### src/rtl/uart_tx_arbiter.sv
// Round-robin arbiter that shares one UART transmitter among NREQ requesters:
// grants one requester, latches its byte/parity settings, strobes the transmitter and tracks busy_tx.
module uart_tx_arbiter #(
    parameter int unsigned DWIDTH       = 8,
    parameter int unsigned NREQ         = 4,
    parameter int unsigned BUSY_TIMEOUT = 16,
    localparam int unsigned IDW         = $clog2(NREQ),
    localparam int unsigned CW          = $clog2(BUSY_TIMEOUT + 1)
) (
    input  logic                     clk,
    input  logic                     rst,
    input  logic [NREQ-1:0]          req,
    input  logic [NREQ*DWIDTH-1:0]   req_data,
    input  logic [NREQ-1:0]          req_parity_en,
    input  logic [NREQ-1:0]          req_parity_type,
    output logic [NREQ-1:0]          gnt,
    input  logic                     busy_tx,
    output logic [DWIDTH-1:0]        p_data_tx,
    output logic                     data_valid_tx,
    output logic                     parity_en,
    output logic                     parity_type,
    output logic [IDW-1:0]           grant_id,
    output logic                     arb_busy,
    output logic                     tx_done,
    output logic                     timeout_err
);

    typedef enum logic [1:0] {S_IDLE, S_START, S_DRAIN} state_t;

    state_t              r_state,   w_state_next;
    logic [IDW-1:0]      r_rr_ptr,  w_rr_ptr_next;
    logic [NREQ-1:0]     r_gnt,     w_gnt_next;
    logic [DWIDTH-1:0]   r_data,    w_data_next;
    logic                r_pen,     w_pen_next;
    logic                r_ptype,   w_ptype_next;
    logic [IDW-1:0]      r_id,      w_id_next;
    logic [CW-1:0]       r_cnt,     w_cnt_next;
    logic                r_done,    w_done_next;
    logic                r_tout,    w_tout_next;

    logic                w_found;
    logic [IDW-1:0]      w_win;
    logic [IDW-1:0]      w_id_succ;

    // First set request searching upward from the round-robin pointer, wrapping at NREQ.
    always_comb begin
        int unsigned idx;
        w_found = 1'b0;
        w_win   = '0;
        idx     = 0;
        for (int unsigned k = 0; k < NREQ; k++) begin
            idx = (32'(r_rr_ptr) + k) % NREQ;
            if (!w_found && req[idx]) begin
                w_found = 1'b1;
                w_win   = IDW'(idx);
            end
        end
    end

    assign w_id_succ = (32'(r_id) == NREQ - 1) ? '0 : r_id + 1'b1;

    always_comb begin
        w_state_next  = r_state;
        w_rr_ptr_next = r_rr_ptr;
        w_gnt_next    = '0;
        w_data_next   = r_data;
        w_pen_next    = r_pen;
        w_ptype_next  = r_ptype;
        w_id_next     = r_id;
        w_cnt_next    = r_cnt;
        w_done_next   = 1'b0;
        w_tout_next   = 1'b0;
        unique case (r_state)
            S_IDLE: begin
                // The grant pulse occupies one IDLE cycle; the following edge enters START.
                if (r_gnt != '0) begin
                    w_state_next = S_START;
                    w_cnt_next   = '0;
                end else if (w_found) begin
                    w_gnt_next[w_win] = 1'b1;
                    w_data_next       = req_data[32'(w_win)*DWIDTH +: DWIDTH];
                    w_pen_next        = req_parity_en[w_win];
                    w_ptype_next      = req_parity_type[w_win];
                    w_id_next         = w_win;
                end
            end
            S_START: begin
                w_cnt_next = r_cnt + 1'b1;
                if (busy_tx) begin
                    w_state_next = S_DRAIN;
                end else if (r_cnt + 1'b1 == CW'(BUSY_TIMEOUT)) begin
                    w_state_next  = S_IDLE;
                    w_tout_next   = 1'b1;
                    w_rr_ptr_next = w_id_succ;
                end
            end
            S_DRAIN: begin
                if (!busy_tx) begin
                    w_state_next  = S_IDLE;
                    w_done_next   = 1'b1;
                    w_rr_ptr_next = w_id_succ;
                end
            end
            default: w_state_next = S_IDLE;
        endcase
    end

    always_ff @(posedge clk) begin
        if (!rst) begin
            r_state  <= S_IDLE;
            r_rr_ptr <= '0;
            r_gnt    <= '0;
            r_data   <= '0;
            r_pen    <= 1'b0;
            r_ptype  <= 1'b0;
            r_id     <= '0;
            r_cnt    <= '0;
            r_done   <= 1'b0;
            r_tout   <= 1'b0;
        end else begin
            r_state  <= w_state_next;
            r_rr_ptr <= w_rr_ptr_next;
            r_gnt    <= w_gnt_next;
            r_data   <= w_data_next;
            r_pen    <= w_pen_next;
            r_ptype  <= w_ptype_next;
            r_id     <= w_id_next;
            r_cnt    <= w_cnt_next;
            r_done   <= w_done_next;
            r_tout   <= w_tout_next;
        end
    end

    assign gnt           = r_gnt;
    assign p_data_tx     = r_data;
    assign data_valid_tx = (r_state == S_START);
    assign parity_en     = r_pen;
    assign parity_type   = r_ptype;
    assign grant_id      = r_id;
    assign arb_busy      = (r_state != S_IDLE);
    assign tx_done       = r_done;
    assign timeout_err   = r_tout;

endmodule

### config.mk
export PLATFORM = sky130hd
export DESIGN_NAME = uart_tx_arbiter
export DESIGN_NICKNAME = d
export VERILOG_FILES = /design/src/rtl/uart_tx_arbiter.sv
export SDC_FILE = /design/constraint.sdc
export NUM_CORES = 1
export LEC_CHECK = 0
export ABC_AREA = 1
export ABC_CLOCK_PERIOD_IN_PS = 4800
export BUFFER_PORTS_ARGS = -buffer_cell sky130_fd_sc_hd__buf_4
export CORE_MARGIN = 10
export CORE_UTILIZATION = 55
export CTS_BUF_LIST = sky130_fd_sc_hd__clkbuf_4 sky130_fd_sc_hd__clkbuf_8
export DETAILED_ROUTE_END_ITERATION = 10
export HOLD_SLACK_MARGIN = 0.1
export PLACE_DENSITY = 0.95
export SYNTH_ARGS = -nofsm -noshare
export SYNTH_HDL_FRONTEND = slang
export SYNTH_SLANG_ARGS = --single-unit
### constraint.sdc
create_clock -name clk -period 4.8 [get_ports clk]
set_clock_uncertainty 0.1 [all_clocks]
set_input_delay 0.96 -clock clk [delete_from_list [all_inputs] [get_ports clk]]
set_output_delay 0.96 -clock clk [all_outputs]
set_load 0.01 [all_outputs]
==> results.md, run 1 <==
- Counting every net in the synthesized netlist gives 348.
- The detailed placement HPWL is 4040 um.
- The clock latency reported for the late side of the worst-skew pair is 0.34 ns.
- The worst register-to-register path has a setup slack of 2.37 ns.
- The final estimated routing congestion in global placement is 0.834.
- The data arrival time of the critical path is 2.69 ns.
- Buffers inserted to repair hold after CTS numbered 0.
- The part of the power in registers is 0.293.
- The critical path is of the primary input to flop type.
- The final count of hold timing violations is 0.
- In the finished design, the share of the clock period the worst path needs comes to 0.529.
- The vertical die dimension is 77.3 um.
- During I/O placement, the number of pins put on the boundary was 67.
- For this run, the detailed router's first-pass iteration total came to 5.
- The synthesized netlist occupies a cell area of 0.00180 mm^2.
- The layout overhead on the synthesized area is 27.0%.
- The number of buffers and inverters on the critical path is 3.
- 0 antenna diodes ended up in the layout.
- The flow ran to the end, and the final reports show no timing, DRC or antenna violations.
- The core region is 0.00310 mm^2.
- In this run, CTS created clock tree buffers numbering 3.
- Of the total power, the share spent switching nets is 0.492.
- In this run the horizontal extent of the chip is 77.3 um.
- After detailed routing, the number of remaining DRC violations is 0.
- After detailed routing, the total wire length is 5130 um.
- The switching power summed over all nets is 0.550 mW.
- Setup violations remaining at the end of the flow were counted as 0.
- Dividing the detail-routed via count by the number of cells gives 5.11.
- The wire length of the first global-routing pass is 8590 um.
- Setup repair after global routing left no endpoint under its margin.
- The clock-pin slew of the registers on the worst-case setup and hold paths is 0.16 ns.
- The number of rows created at floorplan is 20.
- The residual antenna-violating net count after detailed routing is 0.
- The clock period could shrink to 2.54 ns.
- The share of total power dissipated in combinational logic is 0.612.
- The critical path goes through buf_4 > inv_1 > nand2_1 > nand3_1 > nand2_1 > nand2_1 > nand2_1 > nand2_2 > nand3_4 > nand2_1 > nand2_1 > nand2_1 > nand3_1 > nand2_1 > inv_1.
- The summed negative setup slack over all endpoints is 0 ns.
- In this run the worst hold path is classified as flop to flop.
- The portion of the post-synthesis area used by sequential elements is 0.300.
- The relative contribution of the clock network to total power is 0.094.
- The cell occurring most often along the worst timing path is nand2_1.
- The clock tree from TritonCTS is yes.
- Dividing the detail-routed wire length by the instance count gives 12.8 um.
- The synthesized netlist contains 25 unique library cells.
- The clock root buffer master is clkbuf_4.
- For this run, the slowest stage of the critical path takes 0.32 ns.
- The share of synthesized area in the top cell type comes to 0.300.
- Entering global routing, the biggest net connects 26 pins.
- The initial antenna violation count is 0.
- The routed layout has 2039 vias.
- The first routing iteration left 160 violations.
- The quantity of I/O buffers inserted on ports is 66.
- In this run the tightest slew margin relative to its limit is 0.648.
- At the pin with the least slew margin, the transition time is 0.523 ns.
- The total die area is 0.00597 mm^2.
- Including well taps, the total number of placed cells is 395.
- The share of cells above drive strength 1 is 0.242.
- The via count of the first global-routing pass is 1968.
- The layout has 270 filler cells.
- The analysis attributes to cell leakage a power of 1.26 nW.
- The number of pins exceeding their max-slew limit in the final report is 0.
- Gates resized during post-CTS repair numbered 0.
- Hold timing on the final database bottoms out at a slack of 0.375 ns.
- Max-cap violations in this run came to 0.
- The starting density of the core is 0.581.
- The slowest stage of the critical path is the nand3_4 cell.
- The total power per unit cell area is 488 mW/mm^2.
- The number of buffers on the longest clock path is 2.
- Summed over all instances, the cell type with the most area after synthesis is dfxtp_1.
- The family with the most delay on the worst path is simple AND/OR/NAND/NOR gates.
- The maximum operating frequency is 394 MHz.
- For this run the aggregate overflow at the end of global routing stands at 0.
- The category of the worst setup path capture point is a flop.
- The non-filler instance count after layout is 399.
- The number of flip-flops and latches in the synthesized netlist is 27.
- The design internal power is 0.568 mW.
- The design draws 1.12 mW.
- The number of instances in the synthesized netlist is 299.
- The total clock sinks is 27.
- The startpoint type of the worst setup path is a primary input.
- The most frequent standard cell in the layout excluding fill and tap cells is nand2_1.
- The number of post-CTS setup repair buffers is 0.
- Along the worst path, the maximum fanout reaches 25.
- The data required time of the critical path is 4.96 ns.
- Leaving out fill and tap cells, the most frequent cells in the layout are nand2_1, buf_4, nor2_1.
- The warning count from the yosys run is 0.
- VDD sags by at most 0.216 mV.
- The post-layout net count is 405.
- The total routing usage reported by global routing is 0.168.
- Yosys attributes the largest share of cell area to dfxtp_1, nand2_1, nand4_1.
- The CTS H-tree depth is 1.
- The post-synthesis area per instance is 6.03 um^2.
[cell families (layout without fill, tap and decap cells)]
logic type               Yosys count  in the layout  share of synthesized area
AND/OR/NAND/NOR                  208            208                      0.512
adder cells (fa/ha/maj)            2              2                     0.0139
flip-flops                        27             27                      0.300
AO/OA/AOI/OAI                     18             18                     0.0520
XOR/XNOR                           2              2                    0.00971
buffers and inverters             42             98                      0.112
[per-layer routing]
layer,vias to the layer above,part of all wire,GRT usage,routed length [um]
met5,-,0,0,0
met4,0,0.0090,0.0420,46
met3,5,0.090,0.0618,463
met2,73,0.47,0.287,2390
met1,900,0.43,0.192,2230
li1,1061,-,-,-
[flip-flops by register name, indices dropped and copies added (netlist names)]
signal	flops
parity_en	1
r_state	2
tx_done	1
p_data_tx	8
r_cnt	5
r_rr_ptr	2
grant_id	2
timeout_err	1
gnt	4
parity_type	1
[synth_stat cells]
master and number:
nand3_1 17, nand2_2 7, o21ai_0 8, nand3b_1 1
buf_4 2, inv_2 3, buf_2 8, nor2_1 35
buf_6 3, xor2_1 2, nand4_1 21, nor2_4 1
inv_1 23, dfxtp_1 27, nor3_1 4, nor4_1 1
ha_1 2, nand2_1 118, clkbuf_1 1, nand3_4 2
nand3_2 1, o21ai_2 1, a21oi_1 9, inv_6 1
clkinv_1 1
[through the flow]
stage / setup WS [ns] / instance area [um^2] / utilization
floorplan: 2.57 / 1800 / -
global placement: 1.96 / 2260 / 0.729
detailed placement: 1.93 / 2260 / 0.729
CTS: 2.30 / 2290 / 0.739
global route: 1.97 / 2290 / 0.739
finish: 2.26 / 2290 / 0.739
[worst min-delay path, stage by stage, from the launching register on]
cell	delay, ns
dfxtp_1	0.34
nand2_1	0.06
a21oi_1	0.05
[power by group through the flow]
stage,Clock (mW),Combinational [mW],Sequential [mW]
after floorplan,0,0.498,0.343
after global placement,0,0.658,0.331
after detailed placement,0,0.676,0.332
after CTS,0.105,0.683,0.328
after global routing,0.114,0.784,0.335
final,0.105,0.685,0.328
[cell type report]
cell class / instances / area [um^2] / share of cell area
Clock inverter: 1 / 7.51 / 0.00328
Clock buffer: 3 / 22.5 / 0.00983
Inverter: 28 / 110 / 0.0480
Tap cell: 44 / 55.1 / 0.0240
Multi-Input combinational cell: 230 / 1060 / 0.463
Timing Repair Buffer: 66 / 495 / 0.216
Sequential cell: 27 / 541 / 0.236
[worst paths after layout]
kind / cells past startpoint / to / start
worst max-delay path: 15 / p_data_tx[2] / req[1]
worst min-delay path: 2 / r_cnt[3] / r_cnt[3]
worst max register to register: 15 / p_data_tx[2] / r_rr_ptr[0]
worst min register to register: 2 / r_cnt[3] / r_cnt[3]
(Power assumes the default switching activity.)
==> run 2, diff against run 1 <==
- ABC_CLOCK_PERIOD_IN_PS: 4800 -> 2100
- CORE_UTILIZATION: 55 -> 46
- PLACE_DENSITY: 0.95 -> 0.9
- clock period: 4.8 -> 2.1 ns (I/O delays scaled with it)
==> results.md, run 2 (synthesized netlist as in run 1, its figures left out) <==
- The data required time of the critical path is 2.19 ns.
- The worst voltage drop across the vdd grid is 0.518 mV.
- The number of pins exceeding their max-slew limit in the final report is 0.
- The I/O pin total is 67.
- The detailed placement HPWL is 4040 um.
- The critical path crosses 15 cells after its start point.
- The number of DRC violations after detailed routing is 0.
- The start point of the critical path is r_rr_ptr[0].
- The delay of the slowest cell on the worst path is 0.34 ns.
- Of all nets on the critical path, the largest fanout is 12.
- The part of the power in registers is 0.263.
- The maximum operating frequency is 505 MHz.
- The via-per-instance ratio is 5.11.
- Final hold analysis gives a worst-case slack of 0.221 ns.
- Entering global routing, the biggest net connects 26 pins.
- Of the total power, the clock network draws 0.117.
- The critical path class is flop to flop.
- The total CTS buffers is 3.
- The hold buffer count at cts is 0.
- The clock latency reported for the late side of the worst-skew pair is 0.28 ns.
- Summed over all failing endpoints, the final setup total negative slack is 0 ns.
- The total routing usage reported by global routing is 0.144.
- The headroom to the max-slew limit is 0.607.
- The detail route stage leaves a number of antenna-violating nets equal to 0.
- The first global-routing pass estimated 7960 um of wire.
- The number of buffers on the longest clock path is 2.
- The power consumption is 2.81 mW.
- The via count of the first global-routing pass is 1899.
- The initial antenna violation count is 0.
- The largest individual stage delay along the critical path comes from the cell dfxtp_2.
- In this run the critical register-to-register path is launched from r_rr_ptr[0].
- For met3 alone, demand over resource in global routing was 0.0626.
- Of the total power, combinational logic draws 0.620.
- Following the worst setup path forward leads to its endpoint at p_data_tx[7].
- The min-delay analysis places its worst path in the category primary input to flop.
- Walking the worst path, the cells encountered are buf_12 > inv_6 > nand2_1 > nand3_1 > nand2_2 > inv_1 > nand2_1 > nand2_2 > nand3_2 > nand2_1 > nand2_1 > nand2_1 > nand3_1 > nand2_1 > inv_1.
- The first TritonRoute pass finished after 6 iterations.
- The horizontal extent of the die is 82.6 um.
- The startpoint type of the worst setup path is a flop.
- The worst path setup slack after routing is 0.120 ns.
- 0 antenna diodes ended up in the layout.
- The post-placement setup slack is 0.0400 ns.
- The portion of the clock cycle consumed by the worst path in the final layout is 0.943.
- The design internal power is 1.50 mW.
- The register-to-register setup slack is 0.12 ns.
- The clock tree from TritonCTS is yes.
- The total number of vias is 2140.
- The leakage power is 1.35 nW.
- After the flow finishes, the layout carries non-filler instances totaling 419.
- The proportion of total power due to net switching is 0.466.
- The total die area is 0.00683 mm^2.
- The clock-pin slew of the registers on the worst-case setup and hold paths is 0.10 ns.
- The detailed router finished its first iteration with 102 violations.
- The layer flagged by global routing as most heavily used is met2.
- Summed over all nets, the switching power comes to 1.31 mW.
- The run finished with clean final reports.
- The core area is 0.00372 mm^2.
- The cell sitting at the root of the clock tree is a clkbuf_8.
- The total placed cells including tap cells is 407.
- Relative to the synthesized area, the layout overhead comes to 37.9%.
- The global route total overflow is 0.
- In this run the core area contains 22 standard-cell rows.
- Setup violations remaining at the end of the flow were counted as 0.
- The endpoint of the worst register-to-register path is p_data_tx[7].
- The vertical die dimension is 82.6 um.
- The register with the most flip-flops in the layout has 8 of them.
- The cell family contributing the most delay on the critical path is simple AND/OR/NAND/NOR gates.
- The number of cell instances on the worst register-to-register path is 15.
- The cell occurring most often along the worst timing path is nand2_1.
- CTS built an H-tree with a depth of 1.
- Wires add up to 5460 um.
- In this run the power density over the cells is 1130 mW/mm^2.
- The final estimated routing congestion in global placement is 0.928.
- The combined buffer and inverter count along the critical path is 4.
- At the end of the flow, the number of nets in the layout was 421.
- The starting density of the core is 0.486.
- The data arrival time of the critical path is 2.07 ns.
- STA classifies the critical path endpoint as a flop.
- The total clock sinks is 27.
- The wire length per cell after detailed routing is 13.0 um.
- The actual slew at the worst max-slew pin is 0.583 ns.
- Of the cells placed in the final design, the portion with a size suffix greater than 1 is 0.288.
- In the layout the commonest cells are nand2_1, buf_4, nor2_1.
- Leaving out fill and tap cells, the most frequent cell in the layout is nand2_1.
- For this run, global-route usage on met1 was measured as 0.157.
- The worst path needs 1.98 ns of the cycle, external delays included.
- Buffers placed on the I/O ports in this run total 66.
- For this run, global-route usage on met2 was measured as 0.246.
- The final count of hold timing violations came to 0.
- The tool flagged a number of max-cap violations equal to 0.
run 2: cell count changes in the layout (fill, tap and decap cells not counted), sizes merged:
| cell | before | now |
|---|---|---|
| clkinvlp | 1 | 0 |
| buf | 66 | 80 |
| clkbuf | 3 | 4 |
| nand3 | 20 | 22 |
run 2: repair_timing:
item	in CTS	in global routing
hold endpoints to repair	0	0
endpoints found under the setup margin	0	16
setup buffers	0	6
resized for setup	0	9
run 2: metal layers:
metal	vias up	part of all wire
met3	9	0.10
met4	0	0.019
met1	948	0.40
met5	-	0
li1	1099	-
met2	84	0.48
run 2: worst reg2reg max path: stages, from the launching register on:
cell	delay, ns
dfxtp_2	0.34
buf_12	0.14
inv_6	0.09
nand2_1	0.08
nand3_1	0.11
nand2_2	0.09
inv_1	0.10
nand2_1	0.07
nand2_2	0.11
nand3_2	0.26
nand2_1	0.14
nand2_1	0.05
nand2_1	0.05
nand3_1	0.07
nand2_1	0.07
inv_1	0.03
run 2: cell type report:
type,count,area [um^2]
Tap cell,48,60.1
Fill cell,327,1230
Multi-Input combinational cell,232,1100
Inverter,28,115
Timing Repair Buffer,80,626
Sequential cell,27,543
Clock buffer,4,48.8
run 2: per-stage QoR:
step / utilization / instance area (um^2)
after floorplan: - / 1800
after global placement: 0.630 / 2340
after detailed placement: 0.630 / 2340
after CTS: 0.643 / 2390
after global routing: 0.670 / 2490
final: 0.670 / 2490
run 2: worst min-delay path by stage:
stage	depth (start not counted)	end	start	slack [ns]
global placement	2	r_cnt[3]	r_cnt[3]	0.35
floorplan	2	r_cnt[3]	r_cnt[3]	0.34
global route	2	tx_done	busy_tx	0.21
detailed placement	2	r_cnt[3]	r_cnt[3]	0.36
finish	2	tx_done	busy_tx	0.22
CTS	2	timeout_err	busy_tx	0.22
run 2: power groups by stage:
stage | registers [mW] | clock network, mW | logic, mW
floorplan | 0.784 | 0 | 1.14
global placement | 0.747 | 0 | 1.56
detailed placement | 0.748 | 0 | 1.60
CTS | 0.739 | 0.323 | 1.60
global route | 0.754 | 0.351 | 1.96
finish | 0.740 | 0.328 | 1.74
==> run 3, diff against run 2 <==
- ABC_AREA: 1 -> default
- CORE_UTILIZATION: 46 -> 43
==> results.md, run 3 <==
- The initial antenna violation count is 0.
- In the final routed layout, each cell accounts on average for 15.1 um.
- The switching power summed over all nets is 0.483 mW.
- The clock latency reported for the late side of the worst-skew pair is 0.34 ns.
- The final number of setup-violating endpoints is 0.
- The final route contains 1344 vias.
- Leaving out fill and tap cells, the most frequent cell in the layout is buf_4.
- For this configuration, the core starts out at a cell density of 0.455.
- The share of power burned in combinational logic is 0.386.
- The run finished with clean final reports.
- The warning count from the yosys run is 0.
- The CTS H-tree depth is 1.
- In this run, the number of DRC markers left after iteration 0 of detailed routing was 41.
- In the synthesized netlist the async set-or-reset flop fraction comes to 0.
- The total inserted antenna cells is 0.
- The share of total power dissipated in the clock network is 0.169.
- The number of pins exceeding their max-slew limit in the final report is 0.
- The leakage power is 0.899 nW.
- For the pin with the worst max-slew slack, the measured transition is 0.669 ns.
- In this run the remaining antenna-violating nets after routing total 0.
- Setup repair after global routing could not meet its margin everywhere.
- The clock root buffer master is clkbuf_4.
- The footprint of the multi-input gates is 821 um^2.
- The portion of the post-synthesis area used by sequential elements is 0.386.
- The maximum operating frequency is 491 MHz.
- The share of cells above drive strength 1 is 0.429.
- The number of maximum-capacitance constraint violations is 0.
- The via-per-instance ratio is 5.11.
- The post-layout net count is 269.
- Clock-pin slew was measured on the worst setup and hold paths at 0.16 ns.
- The design internal power is 0.943 mW.
- The register with the most flip-flops in the layout has 8 of them.
- The part of the power in registers is 0.446.
- Relative to the synthesized area, the layout overhead comes to 44.1%.
- After detailed routing, the total wire length is 3970 um.
- From bottom edge to top edge, the die measures 77.1 um.
- Yosys mapped the design onto 35 distinct sky130hd cell types.
- The longest clock path from root to sink contains 2 buffers.
- The delay of the slowest cell on the worst path is 0.56 ns.
- The via count of the first global-routing pass is 1364.
- The core area is 0.00308 mm^2.
- STA classifies the critical path endpoint as a flop.
- In this run the worst path has a maximum fanout of 12.
- The synthesized cell area is 0.00140 mm^2.
- The critical path goes through or4_4 > nor4_4 > inv_2 > or3_4 > o221ai_1.
- In the synthesized netlist the dominant register cell turns out to be dfxtp_1.
- The slowest stage of the critical path is the or4_4 cell.
- In this run the horizontal extent of the chip is 77.1 um.
- The total CTS buffers is 3.
- The pre-antenna-repair detailed-routing pass consisted of 4 iterations.
- The first global-routing pass estimated 6420 um of wire.
- The family with the most delay on the worst path is simple AND/OR/NAND/NOR gates.
- After floorplanning, the core was divided into 20 placement rows.
- Input and output buffers added on the ports amount to 66.
- Sorting the synthesized cells by how often they occur yields dfxtp_1, mux2i_1, nand2_1, nor2_1, o221ai_2.
- VDD sags by at most 0.453 mV.
- The critical path class is flop to flop.
- Counting both buffers and inverters, the worst setup path holds a total of 1.
- In the routed design, unresolved DRC markers number 0.
- Counting every net in the synthesized netlist gives 196.
- Measured against its own limit, the worst slew margin works out to 0.553.
- STA classifies the critical path startpoint as a flop.
- The path class of the lowest-slack min-delay path is primary input to flop.
- For this design the ratio of total power to cell area is 706 mW/mm^2.
- The number of instances in the synthesized netlist is 147.
- The total die area is 0.00594 mm^2.
- The detailed placement HPWL is 3240 um.
- The final estimated routing congestion in global placement is 0.756.
- For the final routed database, the setup TNS stands at 0 ns.
- TritonCTS built the clock tree.
- Entering global routing, the biggest net connects 17 pins.
- In the layout the commonest cells are buf_4, dfxtp_1, mux2i_1.
- The combined flip-flop and latch cell area is 543 um^2.
- The layout has 271 filler cells.
- The final count of hold timing violations is 0.
- By instance count, the leading cell after synthesis is dfxtp_1.
- Counting flops with a built-in enable in the synthesized netlist gives 0.
- The portion of the clock cycle consumed by the worst path in the final layout is 0.970.
- The data required time of the critical path is 2.26 ns.
- Summed over all instances, the cell type with the most area after synthesis is dfxtp_1.
- The routed design could run at a clock period as short as 2.04 ns.
- The total routing usage reported by global routing is 0.128.
- The cell area after layout is 0.00202 mm^2.
- The placed instances occupy a cell area of 0.00198 mm^2.
- The share of the synthesized area in the top cell type is 0.386.
- The number of flip-flops and latches in the synthesized netlist is 27.
- The total overflow left after global routing is 0.
- The tree built by TritonCTS fans out to 27 sinks.
- The post-synthesis area per instance is 9.53 um^2.
- The proportion of total power due to net switching is 0.339.
- Ranked by total cell area, the synthesized netlist is headed by dfxtp_1, mux2i_1, o221ai_2.
- The data arrival time of the critical path is 2.20 ns.
- The I/O pin total is 67.
## run 3: changes by cell type in the layout (fill, tap and decap cells not counted), moves of 5 or more
cell,before,now
buf_4,78,73
inv_1,23,5
mux2i_1,0,24
nand2_1,116,17
nand2_2,8,0
nand3_1,16,2
nand4_1,21,1
nor2_1,35,15
o221ai_2,0,8
## run 3: layout make-up
class	count	share of cell area
Clock buffer	3	0.0112
Clock inverter	1	0.00372
Timing Repair Buffer	73	0.271
Multi-Input combinational cell	109	0.406
Tap cell	44	0.0273
Inverter	6	0.0112
Sequential cell	27	0.269
## run 3: kinds of logic after synthesis
family	count (synthesis)	synth area share
buffers and inverters	11	0.0366
adders and majority gates	2	0.0179
muxes	24	0.171
DFF	27	0.386
AOI/OAI and AO/OA	29	0.184
and+or+nand+nor	54	0.204
## run 3: what timing repair did
item | CTS | global route
resized for setup | 0 | 2
buffers inserted | 0 | 1
pin swaps | 1 | 0
hold buffers | 0 | 0
endpoints found under the setup margin | 3 | 11
## run 3: stage by stage
step | worst slack, ns | hold WS (ns) | utilization | power [mW] | std cells
CTS | 0.0607 | 0.144 | 0.653 | 1.42 | 262
finish | 0.0640 | 0.153 | 0.656 | 1.43 | 263
floorplan | 0.0241 | 0.344 | - | 0.941 | 147
global route | -0.0399 | 0.132 | 0.656 | 1.52 | 263
detailed placement | 0.0354 | 0.356 | 0.643 | 1.19 | 258
global placement | 0.0796 | 0.346 | 0.643 | 1.17 | 258
## run 3: metal layers
metal / share of wire / vias up / track usage
met1: 0.40 / 617 / 0.144
met4: 0.0068 / 0 / 0.0328
met2: 0.49 / 41 / 0.209
met5: 0 / - / 0
met3: 0.10 / 4 / 0.0664
li1: - / 682 / -
## run 3: path summary, 6_finish.rpt
kind	start	slack [ns]	cells after the start	endpoint
worst max-delay path	gnt[1]	0.06	5	p_data_tx[1]
worst min-delay path	busy_tx	0.15	2	timeout_err
worst max register to register	gnt[1]	0.06	5	p_data_tx[1]
worst min register to register	parity_type	0.39	2	parity_type
## run 3: power groups by stage
stage	sequential, mW	combinational [mW]	clock, mW
2_1_floorplan	0.662	0.279	0
3_3_place_gp	0.644	0.531	0
3_5_place_dp	0.644	0.543	0
4_1_cts	0.635	0.543	0.242
5_1_grt	0.647	0.604	0.264
6_report	0.636	0.550	0.240
